===== config.mk =====
export PLATFORM = sky130hd
export DESIGN_NAME = riscv_lsu
export DESIGN_NICKNAME = d
export VERILOG_FILES = /design/src/rtl/riscv_pkg.sv /design/src/rtl/riscv_lsu_align.sv /design/src/rtl/riscv_lsu.sv
export SDC_FILE = /design/constraint.sdc
export NUM_CORES = 1
export LEC_CHECK = 0
export CORE_ASPECT_RATIO = 0.6
export CORE_MARGIN = 2
export CORE_UTILIZATION = 42
export CTS_BUF_LIST = sky130_fd_sc_hd__clkbuf_16
export DETAILED_ROUTE_END_ITERATION = 6
export PLACE_DENSITY = 0.74
export SKIP_CTS_REPAIR_TIMING = 1
export SLEW_MARGIN = 20
export SYNTH_ARGS = -nofsm -noshare
export SYNTH_HDL_FRONTEND = slang
export SYNTH_SLANG_ARGS = --single-unit

===== constraint.sdc =====
create_clock -name clock -period 2 [get_ports clock]
set_input_delay 0.2 -clock clock [delete_from_list [all_inputs] [get_ports clock]]
set_output_delay 0.2 -clock clock [all_outputs]
set_load 0.02 [all_outputs]

===== src/rtl/riscv_pkg.sv =====
// Shared types and constants for the load/store unit and its lane-alignment helper.
package riscv_pkg;

    typedef enum logic [1:0] {
        MEM_BYTE = 2'b00,
        MEM_HALF = 2'b01,
        MEM_WORD = 2'b10
    } mem_size_t;

    typedef enum logic [1:0] {
        LSU_IDLE = 2'b00,
        LSU_REQ  = 2'b01,
        LSU_WAIT = 2'b10,
        LSU_DONE = 2'b11
    } lsu_state_t;

    localparam logic [3:0] BE_BYTE = 4'b0001;
    localparam logic [3:0] BE_HALF = 4'b0011;
    localparam logic [3:0] BE_WORD = 4'b1111;

endpackage


===== src/rtl/riscv_lsu_align.sv =====
// Combinational lane handling: store replication and byte enables, misalignment detect,
// and load lane extraction with sign/zero extension.
module riscv_lsu_align
    import riscv_pkg::*;
(
    input  logic [1:0]  st_offset,
    input  logic [1:0]  st_size,
    input  logic [31:0] st_wdata,
    output logic [31:0] st_wdata_rep,
    output logic [3:0]  st_be,
    output logic        st_misaligned,
    input  logic [1:0]  ld_offset,
    input  logic [1:0]  ld_size,
    input  logic        ld_unsigned,
    input  logic [31:0] ld_word,
    output logic [31:0] ld_data
);

    logic [7:0]  ld_byte;
    logic [15:0] ld_half;

    always_comb begin
        st_wdata_rep  = st_wdata;
        st_be         = BE_WORD;
        st_misaligned = 1'b0;
        case (st_size)
            MEM_BYTE: begin
                st_be        = BE_BYTE << st_offset;
                st_wdata_rep = {4{st_wdata[7:0]}};
            end
            MEM_HALF: begin
                st_be         = BE_HALF << st_offset;
                st_wdata_rep  = {2{st_wdata[15:0]}};
                st_misaligned = st_offset[0];
            end
            default: st_misaligned = |st_offset;
        endcase
    end

    always_comb begin
        ld_byte = ld_word[{ld_offset, 3'b000} +: 8];
        ld_half = ld_offset[1] ? ld_word[31:16] : ld_word[15:0];
        case (ld_size)
            MEM_BYTE: ld_data = {{24{~ld_unsigned & ld_byte[7]}}, ld_byte};
            MEM_HALF: ld_data = {{16{~ld_unsigned & ld_half[15]}}, ld_half};
            default:  ld_data = ld_word;
        endcase
    end

endmodule


===== src/rtl/riscv_lsu.sv =====
// Load/store unit: turns control-FSM read/write strobes into a req/gnt/rvalid bus
// transaction, stalling the control FSM until the access completes or aborts.
//
// state | meaning
// IDLE  | waiting for ren_i/wen_i; misaligned requests skip straight to DONE
// REQ   | bus_req_o held with stable fields until bus_gnt_i
// WAIT  | request accepted, waiting for bus_rvalid_i
// DONE  | one-cycle completion pulse, stall released
module riscv_lsu
    import riscv_pkg::*;
#(
    parameter int unsigned TIMEOUT_CYCLES = 255
) (
    input  logic        clock,
    input  logic        reset,
    input  logic        ren_i,
    input  logic        wen_i,
    input  logic [31:0] addr_i,
    input  logic [31:0] wdata_i,
    input  logic [1:0]  size_i,
    input  logic        unsigned_i,
    output logic        stall_o,
    output logic        done_o,
    output logic [31:0] rdata_o,
    output logic        misaligned_o,
    output logic        timeout_o,
    output logic        bus_req_o,
    output logic        bus_we_o,
    output logic [31:0] bus_addr_o,
    output logic [31:0] bus_wdata_o,
    output logic [3:0]  bus_be_o,
    input  logic        bus_gnt_i,
    input  logic        bus_rvalid_i,
    input  logic [31:0] bus_rdata_i
);

    lsu_state_t  state_q, state_n;
    logic [31:0] cnt_q;
    logic [1:0]  off_q;
    logic [1:0]  size_q;
    logic        uns_q;

    logic [31:0] st_wdata_rep;
    logic [3:0]  st_be;
    logic        st_misaligned;
    logic [31:0] ld_data;

    logic        access;
    logic        to_hit;
    logic        fin_mis;
    logic        fin_to;
    logic        ld_fire;

    riscv_lsu_align u_align (
        .st_offset     (addr_i[1:0]),
        .st_size       (size_i),
        .st_wdata      (wdata_i),
        .st_wdata_rep  (st_wdata_rep),
        .st_be         (st_be),
        .st_misaligned (st_misaligned),
        .ld_offset     (off_q),
        .ld_size       (size_q),
        .ld_unsigned   (uns_q),
        .ld_word       (bus_rdata_i),
        .ld_data       (ld_data)
    );

    assign access = ren_i | wen_i;
    // Budget counts every REQ+WAIT cycle; >= keeps it firing if gnt landed on the limit.
    assign to_hit = (TIMEOUT_CYCLES != 0) && (cnt_q >= TIMEOUT_CYCLES - 1);

    always_comb begin
        state_n = state_q;
        stall_o = 1'b0;
        fin_mis = 1'b0;
        fin_to  = 1'b0;
        ld_fire = 1'b0;
        case (state_q)
            LSU_IDLE: begin
                if (access) begin
                    stall_o = 1'b1;
                    if (st_misaligned) begin
                        state_n = LSU_DONE;
                        fin_mis = 1'b1;
                    end else begin
                        state_n = LSU_REQ;
                    end
                end
            end
            LSU_REQ: begin
                stall_o = 1'b1;
                if (bus_gnt_i) begin
                    state_n = LSU_WAIT;
                end else if (to_hit) begin
                    state_n = LSU_DONE;
                    fin_to  = 1'b1;
                end
            end
            LSU_WAIT: begin
                stall_o = 1'b1;
                if (bus_rvalid_i) begin
                    state_n = LSU_DONE;
                    ld_fire = ~bus_we_o;
                end else if (to_hit) begin
                    state_n = LSU_DONE;
                    fin_to  = 1'b1;
                end
            end
            default: state_n = LSU_IDLE;
        endcase
    end

    always_ff @(posedge clock) begin
        if (reset) begin
            state_q      <= LSU_IDLE;
            cnt_q        <= '0;
            off_q        <= '0;
            size_q       <= '0;
            uns_q        <= 1'b0;
            rdata_o      <= '0;
            done_o       <= 1'b0;
            misaligned_o <= 1'b0;
            timeout_o    <= 1'b0;
            bus_req_o    <= 1'b0;
            bus_we_o     <= 1'b0;
            bus_addr_o   <= '0;
            bus_wdata_o  <= '0;
            bus_be_o     <= '0;
        end else begin
            state_q      <= state_n;
            done_o       <= (state_n == LSU_DONE);
            misaligned_o <= fin_mis;
            timeout_o    <= fin_to;
            bus_req_o    <= (state_n == LSU_REQ);
            if (state_q == LSU_IDLE && state_n == LSU_REQ) begin
                cnt_q       <= '0;
                off_q       <= addr_i[1:0];
                size_q      <= size_i;
                uns_q       <= unsigned_i;
                bus_we_o    <= wen_i;
                bus_addr_o  <= {addr_i[31:2], 2'b00};
                bus_wdata_o <= st_wdata_rep;
                bus_be_o    <= st_be;
            end else if (state_q == LSU_REQ || state_q == LSU_WAIT) begin
                cnt_q <= cnt_q + 32'd1;
            end
            if (ld_fire) begin
                rdata_o <= ld_data;
            end
        end
    end

endmodule


==> impl_metrics.env <==
export IMPL_status="finished, violations left"
export IMPL_violations="negative setup slack"
export IMPL_cp_data_required_time_ps=2320
export IMPL_dpl_cell_area_um2=9390
export IMPL_layout_min_cycle_time_ps=2270
export IMPL_max_stage_delay_ps=450
export IMPL_met1_usage_pct=37.0
export IMPL_wirelength_um=23300
export IMPL_p_leak_uw=0.00380
export IMPL_synth_simple_area_share_pct=17.0
export IMPL_crit_arrival_ps=2590
export IMPL_final_cell_mix="206 x clkdlybuf4s50_1, 137 x dfxtp_1, 88 x buf_4, 77 x a21oi_1, 68 x nor2_1"
export IMPL_whs_path_depth=2
export IMPL_use_met3_pct=9.38
export IMPL_place_congestion=0.932
export IMPL_nNetsFinal=1145
export IMPL_fin_area_um2=10400
export IMPL_timing_rr_end="bus_be_o[3]"
export IMPL_synth_xor_area_share_pct=4.15
export IMPL_num_antenna_cells=0
export IMPL_synth_adder_area_share_pct=1.34
export IMPL_std_cell_rows=35
export IMPL_avgSynthCellArea_um2=8.59
export IMPL_cts_tree="done"
export IMPL_p_total_uw=13900
export IMPL_grt_start_max_net_pins=72
export IMPL_final_common_cell="clkdlybuf4s50_1"
export IMPL_maxCapViolCount=0
export IMPL_synth_seq_area_share_pct=43.4
export IMPL_netlist_area_um2=6550
export IMPL_drt_initial_drc_count=568
export IMPL_drt_vias_per_instance=5.49
export IMPL_synth_compound_area_share_pct=22.2
export IMPL_htreeDepth=4
export IMPL_syn_instance_count=762
export IMPL_worstHoldEndpoint="state_q[0]"
export IMPL_clock_root_buffer="clkbuf_16"
export IMPL_ys_warn_count=0
export IMPL_track_usage_pct=26.2
export IMPL_hold_class="input pin to register"
export IMPL_r2r_start="cnt_q[28]"
export IMPL_grt_pass1_wl_um=34000
export IMPL_final_cells=1249
export IMPL_synth_main_ff_cell="dfxtp_1"
export IMPL_cp_start_kind="register"
export IMPL_ant_nets=0
export IMPL_rrSetupSlack_ps=-270
export IMPL_drc=0
export IMPL_postSynth_asyncResetShare_pct=0
export IMPL_synth_edff_count=0
export IMPL_dr_pass1_iters=7
export IMPL_hold_viol_final=0
export IMPL_grt_met2_usage_pct=38.0
export IMPL_drv_slew=0
export IMPL_numCtsBuffers=17
export IMPL_fp_dieArea_um2=16600
export IMPL_die_w_um=165
export IMPL_ys_ff_latch=142
export IMPL_finalSetupViolCount=106
export IMPL_io_pins=211
export IMPL_worst_slew_pin_slew_ps=551
export IMPL_preCtsSetupSlack_ps=-400
export IMPL_crit_chain="nor4_4, nand4_1, o41ai_4, and3_4, buf_4, buf_12, a21oi_1, a311oi_2"
export IMPL_end_kind="register"
export IMPL_io_buffer_count=208
export IMPL_synth_cell_types=47
export IMPL_critPathKind="register to register"
export IMPL_setup_slack_ps=-273
export IMPL_grt_setup_unrepaired="true"
export IMPL_die_height_um=101
export IMPL_worst_path_max_fanout=6
export IMPL_dpl_cell_count=1200
export IMPL_synth_mux_area_share_pct=6.27
export IMPL_reg2reg_depth=8
export IMPL_hold_slack_ps=236
export IMPL_drive_gt1_share_pct=20.0
export IMPL_core_um2=15300
export IMPL_place_hpwl_um=15800
export IMPL_grt_overflow=0
export IMPL_path_clk_slew_ps=60
export IMPL_worstHoldStart="reset"
export IMPL_areaGrowthSynthToFinish_pct=59.5
export IMPL_slew_headroom_pct=63.1
export IMPL_antenna_found_initial=0
export IMPL_critPathSlowestCell="o41ai_4"
export IMPL_first_global_vias=6417
export IMPL_cts_max_path_buffers=2
export IMPL_skew_ps=12.8
export IMPL_synth_top_family_by_area="compound AO/OA/AOI/OAI gates"
export IMPL_vias=6862
export IMPL_post_route_period_util_pct=114
export IMPL_ir_drop_mv=0.806
export IMPL_insertion_delay_ps=420
export IMPL_wl_per_cell_um=18.7
export IMPL_busiest_layer="met2"
export IMPL_power_density_nw_per_um2=1330
export IMPL_start_util_pct=42.8
export IMPL_max_freq_ghz=0.440
export IMPL_cts_sinks=142
## state kept, by name, indices dropped and copies added, names as in the netlist
register and count:
bus_addr_o 30, bus_be_o 4, bus_req_o 1, bus_wdata_o 32, bus_we_o 1, cnt_q 32, done_o 1, misaligned_o 1
off_q 2, rdata_o 32, size_q 2, state_q 2, timeout_o 1, uns_q 1
## through the flow
stage	TNS, ps	utilization, %
2_1_floorplan	-559	-
3_3_place_gp	-24330	61.4
3_5_place_dp	-30080	61.4
4_1_cts	-30230	65.4
5_1_grt	-33940	68.3
6_report	-21660	68.3
## kinds of logic (layout without fill, tap and decap cells)
group,after synthesis,after routing
and+or+nand+nor,242,242
AOI/OAI and AO/OA,230,230
DFF,142,142
buffers and inverters,78,361
xor gates and xnor gates,31,31
muxes,31,31
adders and majority gates,7,7
other,1,2
## per-layer routing
metal  wire, µm  share of wire, %
met1      10600                46
met3       2400                10
met2       9960                43
met4        329               1.4
met5          0                 0
## worst max-delay path by stage
stage | startpoint | endpoint | slack, ps
after floorplan | cnt_q[28] | bus_wdata_o[14] | -70
after CTS | cnt_q[31] | bus_be_o[2] | -390
after global routing | cnt_q[28] | bus_wdata_o[12] | -370
after global placement | bus_gnt_i | bus_wdata_o[14] | -280
after detailed placement | bus_gnt_i | bus_be_o[2] | -400
final | cnt_q[28] | bus_be_o[3] | -270
## cells in the mapped netlist, types with 3 or more instances
library cell / n / area (µm²)
or2_2: 3 / 18.8
inv_1: 11 / 41.3
buf_1: 6 / 22.5
o2111ai_1: 9 / 78.8
clkbuf_1: 41 / 154
a21oi_1: 87 / 435
a211oi_2: 7 / 87.6
buf_2: 6 / 30.0
a211oi_1: 27 / 203
nor2_1: 70 / 263
dfxtp_1: 142 / 2840
o211ai_1: 8 / 60.1
nand4_1: 8 / 50.1
o21ai_0: 73 / 365
a311oi_2: 9 / 135
buf_6: 3 / 33.8
xor2_1: 23 / 201
ha_1: 7 / 87.6
buf_4: 10 / 75.1
nand3_1: 57 / 285
nor3_1: 8 / 40.0
and3_1: 10 / 62.6
nor4_1: 6 / 37.5
nand2_1: 67 / 251
xnor2_1: 8 / 70.1
mux2i_1: 23 / 230
mux4_2: 8 / 180
## layout make-up
cell class	instances	area [µm²]
Inverter	12	45.0
Multi-Input combinational cell	543	3550
Sequential cell	142	2850
Timing Repair Buffer	317	3140
Fill cell	1207	4840
Clock inverter	15	184
Clock buffer	17	425
Tap cell	203	254
## where the power goes
group          switching, µW  internal, µW
clock                   1300          1980
combinational           3780          3140
sequential               331          3390
## worst max-delay path, delay by kind of cell, from the launching register on
family / cells / cell delay (ps)
AOI/OAI and AO/OA: 3 / 770
DFF: 1 / 360
buffers and inverters: 2 / 270
and+or+nand+nor: 3 / 790
Power figures use the tool's default switching activity.
